$ cat src/rtl/ucsbece154_mem_arbiter.sv
// rtl/ucsbece154_mem_arbiter.sv - whole-burst arbiter sharing one memory read port between I-cache and D-cache refills
// Optional feature macro: ARB_ROUND_ROBIN_EN (alternating tie-break instead of fixed D-over-I priority).
module ucsbece154_mem_arbiter #(
    parameter int BLOCK_WORDS = 4,
    parameter int CNT_W       = $clog2(BLOCK_WORDS)
) (
    input  logic        clk,
    input  logic        reset,

    input  logic        IReadRequest,
    input  logic [31:0] IReadAddress,
    output logic [31:0] IDataIn,
    output logic        IDataReady,

    input  logic        DReadRequest,
    input  logic [31:0] DReadAddress,
    output logic [31:0] DDataIn,
    output logic        DDataReady,

    output logic        MemReadRequest,
    output logic [31:0] MemReadAddress,
    input  logic [31:0] MemDataIn,
    input  logic        MemDataReady,

    output logic [1:0]  Grant,
    output logic        Busy
);

    typedef enum logic [1:0] {
        S_IDLE  = 2'd0,
        S_ISSUE = 2'd1,
        S_BURST = 2'd2
    } state_t;

    state_t           r_state;
    logic [1:0]       r_grant;
    logic             r_mem_req;
    logic [31:0]      r_mem_addr;
    logic [CNT_W-1:0] r_cnt;

    logic             w_any_req;
    logic             w_pick_d;
    logic             w_in_burst;
    logic             w_last_beat;

    assign w_any_req   = IReadRequest | DReadRequest;
    assign w_in_burst  = (r_state == S_BURST);
    assign w_last_beat = (r_cnt == CNT_W'(BLOCK_WORDS - 1));

`ifdef ARB_ROUND_ROBIN_EN
    logic r_last_d;
    // On a tie the side that did not own the previous burst wins.
    assign w_pick_d = DReadRequest & (~IReadRequest | ~r_last_d);
`else
    assign w_pick_d = DReadRequest;
`endif

    always_ff @(posedge clk or posedge reset) begin
        if (reset) begin
            r_state    <= S_IDLE;
            r_grant    <= 2'b00;
            r_mem_req  <= 1'b0;
            r_mem_addr <= 32'h0000_0000;
            r_cnt      <= '0;
`ifdef ARB_ROUND_ROBIN_EN
            r_last_d   <= 1'b0;
`endif
        end else begin
            case (r_state)
                S_IDLE: begin
                    r_mem_req <= 1'b0;
                    if (w_any_req) begin
                        r_grant    <= w_pick_d ? 2'b10 : 2'b01;
                        r_mem_addr <= w_pick_d ? DReadAddress : IReadAddress;
                        r_mem_req  <= 1'b1;
                        r_cnt      <= '0;
                        r_state    <= S_ISSUE;
                    end
                end
                S_ISSUE: begin
                    r_mem_req <= 1'b0;
                    r_state   <= S_BURST;
                end
                S_BURST: begin
                    if (MemDataReady) begin
                        if (w_last_beat) begin
                            r_cnt   <= '0;
                            r_grant <= 2'b00;
                            r_state <= S_IDLE;
`ifdef ARB_ROUND_ROBIN_EN
                            r_last_d <= r_grant[1];
`endif
                        end else begin
                            r_cnt <= r_cnt + CNT_W'(1);
                        end
                    end
                end
                default: begin
                    r_state   <= S_IDLE;
                    r_grant   <= 2'b00;
                    r_mem_req <= 1'b0;
                end
            endcase
        end
    end

    // Beats outside BURST (spurious or early) are never forwarded to a cache.
    assign IDataIn        = MemDataIn;
    assign DDataIn        = MemDataIn;
    assign IDataReady     = MemDataReady & r_grant[0] & w_in_burst;
    assign DDataReady     = MemDataReady & r_grant[1] & w_in_burst;

    assign MemReadRequest = r_mem_req;
    assign MemReadAddress = r_mem_addr;
    assign Grant          = r_grant;
    assign Busy           = (r_state != S_IDLE);

endmodule

$ cat config.mk
export PLATFORM = sky130hd
export DESIGN_NAME = ucsbece154_mem_arbiter
export DESIGN_NICKNAME = d
export VERILOG_FILES = /design/src/rtl/ucsbece154_mem_arbiter.sv
export SDC_FILE = /design/constraint.sdc
export NUM_CORES = 1
export LEC_CHECK = 0
export ABC_AREA = 1
export CORE_MARGIN = 2
export CORE_UTILIZATION = 33
export DETAILED_ROUTE_END_ITERATION = 6
export PLACE_DENSITY = 0.93
export RECOVER_POWER = 25
export REMOVE_ABC_BUFFERS = 1
export SLEW_MARGIN = 20
export SYNTH_ARGS = -nofsm -noshare
export SYNTH_HDL_FRONTEND = slang
export SYNTH_SLANG_ARGS = --single-unit
$ cat constraint.sdc
create_clock -name clk -period 1.3 [get_ports clk]
set_input_delay 0.195 -clock clk [delete_from_list [all_inputs] [get_ports clk]]
set_output_delay 0.195 -clock clk [all_outputs]
set_load 0.01 [all_outputs]
==> qor.csv, run 1 <==
stage;metric;value;unit
run_status;status;complete, no violations;
setup_path;cp_slowest_cell;dfrtp_1;
sta;fin_crit_sh;99.5;%
placed_design;placement.cell_area;3230;sq um
power;finalPower;5.99;mW
global_route;grt_pass1_vias;2366;
final_layout;final_area;3340;sq um
synth;ys_seq_elements;39;
synth;synth_edf_count;0;
final_layout;areaGrowthSynthToFinish;36.4;%
global_route;grt_max_degree;40;
power;peakVddDrop;682;uV
setup_path;r2r_cells;8;
sta;final_hold_viol_count;0;
clock_tree;clkSinkCount;39;
setup_path;critPathTopFamily;flip-flops;
setup_path;r2r_start;r_state[1];
setup_path;critPathMaxStageDelay;420;ps
setup_path;r2r-end;r_cnt[1];
setup_path;critical_path_required;1110;ps
placed_design;gp_congestion;0.819;
synth;syn_area;2450;sq um
floorplan;core_area;7210;sq um
synth;synthArstFlopShare;100;%
setup_path;path_max_fanout;3;
detailed_routing;wl_per_cell;17.1;microns
final_layout;final_nets;506;
synth;synth_top_area_share;39.9;%
synth;synth_seq_area_share;39.9;%
setup_path;crit_path_end_kind;output port;
synth;avgSynthCellArea;7.01;sq um
synth;ys.flop_type;dfrtp_1;
detailed_routing;viasPerCell;4.56;
detailed_routing;drtIter0Drc;59;
clock_tree;path_clk_slew;70;ps
synth;yosys.cell_count.top_type;nand2_1;
global_route;grt_pass1_wl;13.1;mm
floorplan;rows;31;
final_layout;diodes;0;
detailed_routing;drc_errors;0;
setup_path;crit_buf_inv;2;
setup_path;cp.depth;4;
detailed_routing;vias;2292;
synth;netlist_instances;349;
setup_path;rrSetupSlack;60;ps
detailed_routing;dr.pass1.iters;4;
global_route;grt-ovfl-total;0;
synth;yosys-top-cells-count;nand2_1 (210), buf_4 (65), dfrtp_1 (39);
synth;ys_top_cells_by_area;dfrtp_1 (40%), nand2_1 (32%), buf_4 (20%), buf_6 (1.4%), buf_2 (1.2%);
flow_run;maxCapViolations;0;
clock_tree;h-tree-depth;2;
final_layout;fillCellCount;740;
sta;setup_viol;0;
clock_tree;clk_latency;280;ps
detailed_routing;totalWireLength;8.59;mm
setup_path;critical_path.cell_chain;buf_6 > nand2_4 > nor2_2 > buf_2;
global_route;track_usage;21.2;%
detailed_routing;antenna_left;0;
final_layout;final_core_util;46.3;%
power;p_leak;1.84;nW
setup_path;critPathKind;register to output port;
floorplan;io_pins;203;
synth;synthDistinctLibCells;16;
global_route;antenna_found_initial;0;
sta;whs;249;ps
clock_tree;cts_tree;built;
sta;grt_setup_unrepaired;yes;
clock_tree;clockBufferDepth;2;
clock_tree;cts_root_buf;clkbuf_8;
setup_path;crit_end;DDataReady;
power;p_per_area;1800;nW/um^2
floorplan;die_y;90.1;microns
synth;synth_area_leader_cell;dfrtp_1;
final_layout;drive_gt1_share;9.65;%
final_layout;instances_no_fill;503;
sta;fin_crit;1290;ps
sta;drv_slew;0;
setup_path;critPathLaunchType;register;
floorplan;start_util;33.9;%
placed_design;hpwl;7.00;mm
clock_tree;cts_buffers;5;
setup_path;cp-startpoint;r_state[1];
sta;slew_headroom;80.6;%
sta;worst_pin_slew;291;ps
setup_path;crit_arrival;1100;ps
min_path;min_path_type;input pin to async pin;
sta;fmax;773;MHz
placed_design;portBuffers;106;
floorplan;dieWidth;90.1;microns
floorplan;die_area;8120;sq um
sta;fin_skew;2.79;ps
placed_design;dp.cells;494;
synth;synth_warnings;0;
## worst min-delay path: cells and delay by family
kind / cells / cell delay, ps
buffers and inverters: 3 / 710
## layer usage
metal  global-route usage [%]  part of all wire [%]  wire length, microns
met5                     9.62                  0.97                    83
met4                     3.97                   1.4                   117
met3                     19.2                    19                  1670
met2                     30.2                    41                  3520
met1                     22.8                    37                  3200
## placed cells by master, fill, tap and decap left out
master,n
buf_12,3
dlygate4sd2_1,34
dlymetal6s2s_1,1
inv_2,1
buf_6,6
o21ai_2,1
o21bai_1,1
dfrtp_1,39
clkdlybuf4s15_1,1
nor2_1,2
inv_1,6
buf_2,3
clkdlybuf4s50_1,67
clkbuf_8,6
nand2_1,208
nand2_4,2
nor2_2,3
inv_4,1
o21ai_0,1
nor3_1,1
nor2_4,1
o21ai_4,1
nand3_1,2
ha_1,1
clkinv_1,1
buf_4,10
clkinv_2,1
## kinds of logic after synthesis
logic type,share of synthesized area (%)
AND/OR/NAND/NOR,33.8
buffers and inverters,24.4
flip-flops,39.9
adder cells (fa/ha/maj),0.511
AO/OA/AOI/OAI,1.38
## metrics by stage
| stage | worst slack [ps] | setup TNS, ps |
|---|---|---|
| detailed placement | -314 | -9290 |
| CTS | -4.81 | -4.81 |
| global placement | -280 | -8520 |
| floorplan | -31.1 | -994 |
| global route | -45.7 | -129 |
| finish | 6.43 | 0 |
## power by group
group	internal [mW]	switching, mW
Clock	0.416	0.398
Sequential	1.78	0.331
Combinational	1.44	1.63
Total	3.63	2.36
## how the worst min path moves through the flow
stage / slack [ps] / from / to / cells past startpoint
finish: 250 / reset / Grant[1] / 3
CTS: 250 / reset / Grant[0] / 3
global placement: 390 / MemDataIn[11] / IDataIn[11] / 0
floorplan: 310 / DReadRequest / Grant[1] / 2
detailed placement: 390 / MemDataIn[11] / IDataIn[11] / 0
global route: 260 / reset / Grant[1] / 3
## timing repair
item                       4_1_cts  5_1_grt
cloned                           0        1
hold buffers                     0        0
setup endpoints to repair       38       39
gates resized for setup         51       16
pin swaps                        0        1
setup buffers                    1        0
## cell type report
cell class | instances | area (sq um) | area share (%)
repair buffers | 125 | 1210 | 36.2
well taps | 99 | 124 | 3.71
inverters | 9 | 36.3 | 1.09
multi-input cells | 224 | 906 | 27.1
clock inverters | 1 | 5.00 | 0.150
clock buffers | 6 | 82.6 | 2.47
flip-flops and latches | 39 | 976 | 29.2
## registers in the layout, summed over array words and instances (netlist names)
name and count:
Grant 2, r_state 2, r_cnt 2, MemReadRequest 1
MemReadAddress 32
(Power assumes the default switching activity.)
==> inputs of run 2 (changes only) <==
HOLD_SLACK_MARGIN = 0.1   (was not set)
SLEW_MARGIN = 15   (was 20)
==> results of run 2 <==
The final DEF is identical to that of run 1; final timing and power are the same.
